==> src/rtl/sy_ppl_ras_ctrl.sv <==
// Return-address-stack sequencer: forwards fetch call/return predictions, keeps a committed shadow
// stack and replays it into the RAS after a redirect. Optional perf counters: SY_RAS_CTRL_PERF_EN.
module sy_ppl_ras_ctrl #(
    parameter int DEPTH = 4,
    parameter int AWTH  = 32
) (
    input  logic                         clk_i,
    input  logic                         rst_i,
    input  logic                         fe_call_i,
    input  logic                         fe_ret_i,
    input  logic [AWTH-1:0]              fe_ra_i,
    output logic                         fe_rdy_o,
    input  logic                         cmt_call_i,
    input  logic                         cmt_ret_i,
    input  logic [AWTH-1:0]              cmt_ra_i,
    input  logic                         redirect_i,
    output logic                         ras_push_o,
    output logic                         ras_pop_o,
    output logic [AWTH-1:0]              ras_data_o,
    output logic                         ras_flush_o,
    output logic                         busy_o,
`ifdef SY_RAS_CTRL_PERF_EN
    output logic [31:0]                  perf_recov_cnt_o,
    output logic [31:0]                  perf_ovf_cnt_o,
`endif
    output logic [$clog2(DEPTH+1)-1:0]   shadow_cnt_o
);

    localparam int CW = $clog2(DEPTH + 1);
    localparam int IW = $clog2(DEPTH);

    typedef enum logic [1:0] {
        IDLE   = 2'd0,
        FLUSH  = 2'd1,
        REPLAY = 2'd2
    } state_t;

    state_t          state_q, state_d;
    logic [IW-1:0]   idx_q, idx_d;
    logic [CW-1:0]   cnt_q, cnt_d;
    logic [AWTH-1:0] shadow_q [DEPTH];
    logic [AWTH-1:0] shadow_d [DEPTH];
    logic            cmt_op;

    assign cmt_op = cmt_call_i | cmt_ret_i;

    // Shadow stack, index 0 is the newest committed return address.
    always_comb begin
        shadow_d = shadow_q;
        cnt_d    = cnt_q;
        if (cmt_call_i && cmt_ret_i) begin
            shadow_d[0] = cmt_ra_i;
            if (cnt_q == '0) begin
                cnt_d = CW'(1);
            end
        end else if (cmt_call_i) begin
            for (int i = 1; i < DEPTH; i++) begin
                shadow_d[i] = shadow_q[i-1];
            end
            shadow_d[0] = cmt_ra_i;
            if (cnt_q != CW'(DEPTH)) begin
                cnt_d = cnt_q + CW'(1);
            end
        end else if (cmt_ret_i && (cnt_q != '0)) begin
            for (int i = 0; i < DEPTH - 1; i++) begin
                shadow_d[i] = shadow_q[i+1];
            end
            shadow_d[DEPTH-1] = '0;
            cnt_d = cnt_q - CW'(1);
        end
    end

    always_comb begin
        state_d     = state_q;
        idx_d       = idx_q;
        fe_rdy_o    = 1'b0;
        ras_push_o  = 1'b0;
        ras_pop_o   = 1'b0;
        ras_data_o  = '0;
        ras_flush_o = 1'b0;
        case (state_q)
            IDLE: begin
                fe_rdy_o   = 1'b1;
                ras_push_o = fe_call_i;
                ras_pop_o  = fe_ret_i;
                ras_data_o = fe_ra_i;
                if (redirect_i) begin
                    state_d = FLUSH;
                end
            end
            FLUSH: begin
                ras_flush_o = 1'b1;
                // Oldest entry first, so the newest ends on the RAS top.
                idx_d = IW'(cnt_d - CW'(1));
                if (redirect_i || cmt_op) begin
                    state_d = FLUSH;
                end else if (cnt_d == '0) begin
                    state_d = IDLE;
                end else begin
                    state_d = REPLAY;
                end
            end
            REPLAY: begin
                ras_push_o = 1'b1;
                ras_data_o = shadow_q[idx_q];
                if (redirect_i || cmt_op) begin
                    state_d = FLUSH;
                end else if (idx_q == '0) begin
                    state_d = IDLE;
                end else begin
                    idx_d = idx_q - IW'(1);
                end
            end
            default: begin
                state_d = IDLE;
            end
        endcase
    end

    always_ff @(posedge clk_i or negedge rst_i) begin
        if (!rst_i) begin
            state_q <= IDLE;
            idx_q   <= '0;
            cnt_q   <= '0;
            for (int i = 0; i < DEPTH; i++) begin
                shadow_q[i] <= '0;
            end
        end else begin
            state_q  <= state_d;
            idx_q    <= idx_d;
            cnt_q    <= cnt_d;
            shadow_q <= shadow_d;
        end
    end

    assign busy_o       = (state_q != IDLE);
    assign shadow_cnt_o = cnt_q;

`ifdef SY_RAS_CTRL_PERF_EN
    logic [31:0] perf_recov_q, perf_recov_d;
    logic [31:0] perf_ovf_q, perf_ovf_d;

    always_comb begin
        perf_recov_d = perf_recov_q;
        perf_ovf_d   = perf_ovf_q;
        if ((state_d == FLUSH) && (perf_recov_q != 32'hFFFF_FFFF)) begin
            perf_recov_d = perf_recov_q + 32'd1;
        end
        if (cmt_call_i && !cmt_ret_i && (cnt_q == CW'(DEPTH)) &&
            (perf_ovf_q != 32'hFFFF_FFFF)) begin
            perf_ovf_d = perf_ovf_q + 32'd1;
        end
    end

    always_ff @(posedge clk_i or negedge rst_i) begin
        if (!rst_i) begin
            perf_recov_q <= '0;
            perf_ovf_q   <= '0;
        end else begin
            perf_recov_q <= perf_recov_d;
            perf_ovf_q   <= perf_ovf_d;
        end
    end

    assign perf_recov_cnt_o = perf_recov_q;
    assign perf_ovf_cnt_o   = perf_ovf_q;
`endif

endmodule

==> config.mk <==
export PLATFORM = sky130hd
export DESIGN_NAME = sy_ppl_ras_ctrl
export DESIGN_NICKNAME = d
export VERILOG_FILES = /design/src/rtl/sy_ppl_ras_ctrl.sv
export SDC_FILE = /design/constraint.sdc
export NUM_CORES = 1
export LEC_CHECK = 0
export BUFFER_PORTS_ARGS = -buffer_cell sky130_fd_sc_hd__buf_2
export CAP_MARGIN = 20
export CORE_ASPECT_RATIO = 1.25
export CORE_MARGIN = 5
export CORE_UTILIZATION = 25
export DETAILED_ROUTE_END_ITERATION = 10
export PLACE_DENSITY = 0.46
export SYNTH_ARGS = -nofsm -noshare
export SYNTH_HDL_FRONTEND = slang
export SYNTH_SLANG_ARGS = --single-unit
==> constraint.sdc <==
create_clock -name clk_i -period 2.95 [get_ports clk_i]
set_input_delay 0.295 -clock clk_i [delete_from_list [all_inputs] [get_ports clk_i]]
set_output_delay 0.295 -clock clk_i [all_outputs]
set_load 0.02 [all_outputs]
==> reports/results.txt, run 1 <==
endpoint class of the critical path = output port
routed len/inst = 16.7 um
post-layout util = 30.9%
power per cell area = 940 nW/um^2
first-pass GRT wire length = 30100 um
via count = 5226
CP cell instances = buf_4 -> mux4_2 -> a22o_1 -> buf_2
part of the power in registers = 37.4%
CTS Root Cell = clkbuf_16
RSZ-0062 raised after global routing = false
Hold Path Origin = cmt_ra_i[31]
biggest area consumer among synthesized cells = dfrtp_1
asr flop ratio synth = 100%
Clock Path Buffers = 2
max-slew headroom at the worst pin = 35.9%
initial antenna violation count = 1
CP Class = reg2out
vias in the first global route = 5443
fin area = 8750 um^2
top_reg_cell synth = dfrtp_1
# IOs = 111
Placed Cells = 1062
Crit path required time = 2.65 ns
VDD IR max = 0.000371 V
Net Count, Synth = 711
Final Non-Filler Cells = 1095
DP Wirelength = 12000 um
die area = 32100 um^2
status = finished, final reports clean
Clock Power Share = 27.7%
core box area = 28300 um^2
final WL = 18300 um
Largest delay share family, worst path = flip-flops
synth unique cells = 35
DRT antenna net count = 0
Netlist Area Pre-Place = 7140 um^2
crit-path max FO = 14
hold_ws = 0.0787 ns
Ys Warns = 0
internal power = 5.28 mW
Layout area overhead = 22.5%
Initial DRC Count = 244
Clk Latency, worst-skew pair = 0.42 ns
Data arrival, critical path = 2.30 ns
Chip Width = 161 um
share of post-route cells with drive strength above 1 = 27.6%
top post-synthesis cells by area = dfrtp_1 (47%), mux2i_1 (14%), mux4_2 (10%)
Syn Inst Count = 633
Post-synth EDFFs = 0
NetSw = 2.94 mW
post-synthesis sequential area ratio = 47.3%
WP buf/inv = 2
slowest CP cell = dfrtp_2
Port Buf Inserts = 110
CTS tree = built
Highest Clock Rate = 0.385 GHz
clock slew at reported path FFs = 0.06 ns
DRC viols = 0
Congestion Overflow GR = 0
final setup TNS = 0 ns
sw frac = 35.8%
worst r2r src = shadow_cnt_o[1]
FF+latch count, synth = 135
CTS sink count = 135
Nets = 805
htree depth = 4
Max Cap Violations = 0
max incr delay on CP = 0.60 ns
Fin. Hold Viols = 0
crit path from = idx_q[0]
Combinational Power Share = 34.9%
pin count of the biggest net entering global routing = 79
crit path time final = 2.60 ns
Initial Util = 25.2%
Final Max Tran Viols = 0
Layout fillers = 2932
Initial DRT Pass Iterations = 4
final setup fails = 0
Avg Synthesized Cell Area = 11.3 um^2
Total Routing Usage GR = 11.9%
Final GP Congestion = 0.683
leakage = 4.11 nW
vias per cell = 4.77
Tcrit/Tclk final = 88.0%
worst min path class = in2reg
Placed Area = 8110 um^2
Die Height = 199 um
CTS buffer count = 17
startpoint types = register
diode count = 0
Setup Skew = 0.00802 ns
Slew @ Worst Pin = 0.962 ns
Site Rows = 69
post-synth top area share = 47.3%
metrics by stage:
stage	setup WS [ns]	total power [mW]
after detailed placement	0.708	6.05
after global routing	0.200	8.80
final	0.355	8.22
after CTS	0.242	8.38
after floorplan	1.07	5.07
after global placement	0.731	6.03
synthesized netlist by cell type, types with 3 or more instances:
cell type / instances
o21ai_0: 35
ha_1: 7
buf_2: 24
nand2_1: 103
mux4_2: 32
inv_1: 7
a22o_1: 64
dfrtp_1: 135
buf_4: 3
nor2b_1: 3
mux2i_1: 97
o21ai_1: 68
clkbuf_1: 25
worst paths after layout:
| path | to | slack (ns) | cells past startpoint |
|---|---|---|---|
| max | ras_data_o[1] | 0.35 | 4 |
| min | shadow_q[127] | 0.08 | 3 |
| max reg2reg | shadow_q[8] | 0.86 | 6 |
| min reg2reg | shadow_q[20] | 0.52 | 1 |
| max in group asynchronous | shadow_q[111] | 1.73 | 3 |
| min in group asynchronous | shadow_q[125] | 0.50 | 2 |
state kept, by name, summed over array words and instances, names as in the netlist:
| name | count |
|---|---|
| shadow_q | 128 |
| shadow_cnt_o | 3 |
| idx_q | 2 |
| state_q | 2 |
layout make-up:
class	count	area, um^2	share of cell area, %
multi-input combinational	435	3490	39.9
tap	355	444	5.08
timing repair buffer	131	773	8.84
inverter	7	26.3	0.300
clock inverter	13	178	2.03
sequential	135	3380	38.7
clock buffer	19	453	5.18
what timing repair did:
action                    4_1_cts  5_1_grt
hold endpoints to repair       76        0
resized for setup               0        0
hold buffers                    1        0
buffers inserted                0        0
worst reg2reg max path, delay by kind of cell, from the launching register on:
kind	cells	cell delay [ns]
compound gates	2	0.74
buf+inv	2	0.45
flops	1	0.44
fa+ha+maj	1	0.21
simple gates	1	0.20
power by group through the flow:
stage               Clock, mW  Combinational (mW)  Sequential, mW
global placement            0                2.91            3.12
detailed placement          0                2.93            3.12
finish                   2.28                2.87            3.07
floorplan                   0                2.25            2.82
global route             2.42                3.18            3.19
CTS                      2.35                2.94            3.09
cell families (layout without fill, tap and decap cells):
group	Yosys count	in the layout	synth area share, %
AOI/OAI and AO/OA	180	180	16.6
DFF	135	135	47.3
muxes	130	130	23.9
and+or+nand+nor	117	117	6.78
buffers and inverters	63	170	4.10
adders and majority gates	7	7	1.23
xor gates and xnor gates	1	1	0.123
metal layers:
metal / global-route usage (%) / up-vias / part of all wire [%]
met2: 19.1 / 83 / 48
met5: 0 / - / 0.11
met1: 15.9 / 2609 / 47
met3: 2.65 / 20 / 2.7
li1: - / 2512 / -
met4: 3.79 / 2 / 1.3
cell usage in the layout, fill, tap and decap left out, types with 2 or more instances in the layout:
cell,count
clkbuf_16,17
nor2b_1,2
mux4_2,32
ha_2,2
o21ai_0,35
and2_1,2
clkinv_2,5
bufinv_16,4
inv_1,7
a21o_1,2
ha_1,5
buf_6,2
nand2b_1,2
a22o_1,64
buf_12,4
o21ai_1,68
mux2i_1,97
clkbuf_8,2
clkinvlp_4,2
dfrtp_1,133
nand2_1,102
buf_2,108
dfrtp_2,2
o21a_1,2
a311oi_1,2
clkinv_4,2
nor3_1,2
buf_4,16
Power figures use the tool's default switching activity.
==> run 2, diff against run 1 <==
- CELL_PAD_IN_SITES_DETAIL_PLACEMENT: not set -> 0
- CELL_PAD_IN_SITES_GLOBAL_PLACEMENT: not set -> 1
- PLACE_DENSITY: 0.46 -> 0.53
==> run 2 against run 1 <==
Maximum frequency decreased by 3.4%. Clock skew increased by 0.00082 ns. Power decreased by 2.1%. Clock power decreased by 8%. Hold slack improved by 0.0020 ns. Die area unchanged. Final cell count unchanged. Critical path type unchanged. Largest cell class unchanged. Highest routed layer is now met4.
==> reports/results.txt, run 2 (synthesis results as in run 1) <==
core box area = 28300 um^2
Clock Path Buffers = 2
leakage = 4.07 nW
busiest grt layer = met2
Slew @ Worst Pin = 0.724 ns
DRT antenna net count = 0
Initial DRT Pass Iterations = 4
Final Max Tran Viols = 0
first-pass GRT wire length = 30700 um
initial antenna violation count = 0
worst r2r src = shadow_cnt_o[0]
CP Class = reg2out
VDD IR max = 0.000362 V
Chip Width = 161 um
RSZ-0062 raised after global routing = false
Worst Setup EP = ras_data_o[23]
met3 Track Usage GR = 2.40%
worst min path class = in2reg
share of post-route cells with drive strength above 1 = 27.3%
final setup fails = 0
Post-CTS Setup Bufs = 0
Layout area overhead = 21.8%
CTS tree = built
post-cts hold buffer count = 1
Total Routing Usage GR = 12.1%
Placed Area = 8110 um^2
Fin. Hold Viols = 0
Final GP Congestion = 0.709
endpoint class of the critical path = output port
status = finished, final reports clean
most frequent cells in the layout = dfrtp_1 (133), buf_2 (108), nand2_1 (102), mux2i_1 (97), o21ai_1 (68)
startpoint types = register
max-slew headroom at the worst pin = 51.8%
max FFs per register = 128
vias per cell = 4.72
Die Height = 199 um
clock slew at reported path FFs = 0.07 ns
grt met1 use = 16.3%
power per cell area = 926 nW/um^2
Site Rows = 69
htree depth = 4
routed len/inst = 17.3 um
slowest CP cell = dfrtp_2
Port Buf Inserts = 110
Congestion Overflow GR = 0
Clk Latency, worst-skew pair = 0.42 ns
Setup Skew = 0.00884 ns
Crit path required time = 2.65 ns
Initial Util = 25.2%
CTS Root Cell = clkbuf_16
Nets = 804
die area = 32100 um^2
Max Cap Violations = 0
Data arrival, critical path = 2.39 ns
Highest Clock Rate = 0.372 GHz
crit path from = idx_q[0]
met2 usage = 20.0%
CTS buffer count = 17
CTS sink count = 135
Worst R2R Path Depth = 6
post-CTS sizing = 0
Biggest register = shadow_q
max incr delay on CP = 0.68 ns
final setup TNS = 0 ns
Initial DRC Count = 226
final WL = 18900 um
most common cell after layout, fill and taps aside = dfrtp_1
pin count of the biggest net entering global routing = 69
vias in the first global route = 5457
CP cell instances = buf_4 -> mux4_2 -> a22o_1 -> buf_2
DRC viols = 0
crit path time final = 2.69 ns
reg2reg setup slack = 0.89 ns
Tcrit/Tclk final = 91.1%
# IOs = 111
DP Wirelength = 12200 um
crit-path max FO = 14
fin area = 8690 um^2
R2R Path End = shadow_q[55]
via count = 5172
==> run 2: cell count changes in the layout (fill, tap and decap cells not counted) <==
| cell | previous run | this run |
|---|---|---|
| bufinv_16 | 4 | 1 |
| buf_4 | 16 | 14 |
| clkinvlp_4 | 2 | 3 |
| inv_6 | 0 | 5 |
| clkinv_2 | 5 | 1 |
| inv_8 | 0 | 2 |
| buf_12 | 4 | 5 |
| diode_2 | 0 | 1 |
| clkbuf_1 | 0 | 1 |
| clkbuf_8 | 2 | 0 |
==> run 2: where the power goes <==
group | internal (mW) | total [mW] | switching [mW]
registers | 2.41 | 3.06 | 0.655
logic | 1.42 | 2.89 | 1.47
clock network | 1.19 | 2.09 | 0.906
total | 5.02 | 8.05 | 3.03
==> run 2: layer usage <==
metal	share of wire [%]	vias to the layer above
li1	-	2527
met1	48	2536
met2	48	98
met3	3.0	11
met4	1.1	0
met5	0	-
==> run 2: critical path: cells and delay by family (launching register included) <==
kind | cells | cell delay, ns
muxes | 1 | 0.57
DFF | 1 | 0.68
buffers and inverters | 2 | 0.52
AOI/OAI and AO/OA | 1 | 0.19
==> run 2: worst min path at each step <==
stage                       startpoint            end  cells past startpoint
after CTS                  cmt_ra_i[0]   shadow_q[96]                      3
after detailed placement         rst_i   shadow_q[96]                      1
final                      cmt_ra_i[0]   shadow_q[96]                      3
after global routing      cmt_ra_i[16]  shadow_q[112]                      3
after global placement           rst_i   shadow_q[96]                      1
after floorplan                  rst_i       idx_q[0]                      0
==> run 2: layout make-up <==
class | instances | area, um^2
fillers | 2940 | 19600
well taps | 355 | 444
flip-flops and latches | 135 | 3380
diodes | 1 | 2.50
clock inverters | 14 | 141
repair buffers | 130 | 778
clock buffers | 18 | 429
inverters | 7 | 26.3
multi-input cells | 435 | 3490
==> run 2: stage by stage <==
stage	setup WS (ns)	hold WS, ns	std cells	utilization (%)	power [mW]
after floorplan	1.07	-0.000591	633	-	5.07
after global placement	0.646	0.367	1061	28.6	6.05
after detailed placement	0.640	0.356	1061	28.6	6.05
after CTS	0.175	0.0549	1094	30.7	8.21
after global routing	0.0634	0.0649	1094	30.7	8.63
final	0.263	0.0807	1095	30.7	8.05
==> run 3, diff against run 2 <==
==> constraint.sdc (replaced) <==
create_clock -name clk_i -period 2.95 [get_ports clk_i]
set_input_delay 0.1475 -clock clk_i [delete_from_list [all_inputs] [get_ports clk_i]]
set_output_delay 0.1475 -clock clk_i [all_outputs]
set_load 0.02 [all_outputs]
==> run 3 against run 2 <==
Die area did not move. Global-route usage rose by 0.10 points. First-iteration DRC count rose by 9.3%. Highest routed layer unchanged. Non-clock buffer count rose by 27. Sequential power barely moved.
==> reports/results.txt, run 3 (synthesis results as in run 1) <==
status = finished, final reports clean
Port Buf Inserts = 110
core box area = 28300 um^2
most common cell after layout, fill and taps aside = dfrtp_1
Congestion Overflow GR = 0
crit-path max FO = 15
CTS Root Cell = clkbuf_16
Site Rows = 69
most frequent cells in the layout = dfrtp_1 (133), buf_2 (108), nand2_1 (102), mux2i_1 (97), o21ai_1 (68)
Largest delay share family, worst path = flip-flops
Crit path required time = 2.80 ns
Clk Latency, worst-skew pair = 0.41 ns
max FFs per register = 128
startpoint types = register
power per cell area = 892 nW/um^2
CP cell instances = buf_4 -> mux4_2 -> a22o_1 -> buf_2
Fin. Hold Viols = 0
# IOs = 111
pin count of the biggest net entering global routing = 161
slowest CP cell = dfrtp_2
initial antenna violation count = 0
VDD IR max = 0.000394 V
CTS sink count = 135
Tot Pwr = 7.98 mW
WP buf/inv = 2
vias in the first global route = 5617
die area = 32100 um^2
DP Wirelength = 12100 um
RSZ-0062 raised after global routing = false
via count = 5288
DRT antenna net count = 0
endpoint class of the critical path = output port
leakage = 4.16 nW
Clock Path Buffers = 2
CTS tree = built
routed len/inst = 17.0 um
Hold Path Origin = redirect_i
Initial Util = 25.2%
worst r2r src = shadow_cnt_o[1]
NetSw = 2.97 mW
Slew @ Worst Pin = 0.737 ns
diode count = 0
Nets = 831
crit path from = idx_q[0]
Max Cap Violations = 0
Highest Clock Rate = 0.410 GHz
htree depth = 4
crit path time final = 2.44 ns
Die Height = 199 um
clock slew at reported path FFs = 0.06 ns
CTS buffer count = 17
Biggest register = shadow_q
first-pass GRT wire length = 31200 um
worst min path class = in2reg
Layout area overhead = 25.3%
Data arrival, critical path = 2.29 ns
post-CTS sizing = 0
reg2reg setup slack = 0.73 ns
internal power = 5.01 mW
final setup TNS = 0 ns
Final GP Congestion = 0.705
share of post-route cells with drive strength above 1 = 25.6%
Total Routing Usage GR = 12.2%
CP Class = reg2out
max incr delay on CP = 0.64 ns
Final Max Tran Viols = 0
max-slew headroom at the worst pin = 50.9%
Initial DRT Pass Iterations = 4
part of the power in registers = 38.3%
Clock Power Share = 25.1%
Initial DRC Count = 247
Tcrit/Tclk final = 82.7%
Combinational Power Share = 36.6%
final WL = 19100 um
DRC viols = 0
final setup fails = 0
sw frac = 37.3%
Chip Width = 161 um
Setup Skew = 0.00824 ns
vias per cell = 4.72
-- run 3: changes by cell type in the layout (fill, tap and decap cells not counted), sizes merged --
cell | before | now
dlygate4sd3 | 1 | 33
buf | 129 | 124
inv | 14 | 9
clkbuf | 18 | 22
clkinvlp | 3 | 5
bufinv | 1 | 0
clkinv | 3 | 2
diode | 1 | 0
-- run 3: through the flow --
| step | utilization [%] | area [um^2] | instances | hold slack (ns) | setup WS, ns |
|---|---|---|---|---|---|
| after floorplan | - | 7140 | 633 | -0.148 | 1.07 |
| after global placement | 28.5 | 8060 | 1056 | 0.190 | 0.791 |
| after detailed placement | 28.5 | 8060 | 1056 | 0.188 | 0.708 |
| after CTS | 31.6 | 8940 | 1120 | 0.116 | 0.426 |
| after global routing | 31.6 | 8940 | 1120 | 0.154 | 0.331 |
| final | 31.6 | 8940 | 1120 | 0.137 | 0.511 |
-- run 3: repair_timing --
item / 4_1_cts / 5_1_grt
buffers inserted: 0 / 0
endpoints found under the hold margin: 91 / 0
hold buffers: 33 / 0
endpoints found under the setup margin: 0 / 0
-- run 3: worst paths after layout --
path | depth (start not counted) | endpoint
worst max-delay path | 4 | ras_data_o[28]
worst min-delay path | 4 | state_q[1]
worst max register to register | 7 | shadow_q[126]
worst min register to register | 1 | shadow_q[10]
max in group asynchronous | 3 | idx_q[0]
min in group asynchronous | 2 | shadow_q[64]
-- run 3: worst min-delay path: stages --
cell and delay (ns):
buf_2 0.10, o22ai_1 0.13, nand2_1 0.08, o21ai_1 0.05
-- run 3: cell type report --
class / count / area [um^2]
multi-input combinational: 435 / 3490
clock buffer: 22 / 484
tap: 355 / 444
fill: 2928 / 19400
timing repair buffer: 157 / 1050
clock inverter: 9 / 68.8
inverter: 7 / 26.3
sequential: 135 / 3380
-- run 3: routing by layer --
metal  track usage [%]  part of all wire [%]
met1              16.3                    48
met5                 0                     0
met3              2.24                   3.2
met4              3.22                  0.86
met2              20.5                    48
-- run 3: power groups by stage --
stage          clock network (mW)  logic, mW  registers, mW
6_report                     2.00       2.92           3.06
5_1_grt                      2.14       3.23           3.16
3_5_place_dp                    0       2.96           3.09
3_3_place_gp                    0       2.94           3.09
2_1_floorplan                   0       2.25           2.82
4_1_cts                      2.06       3.00           3.07
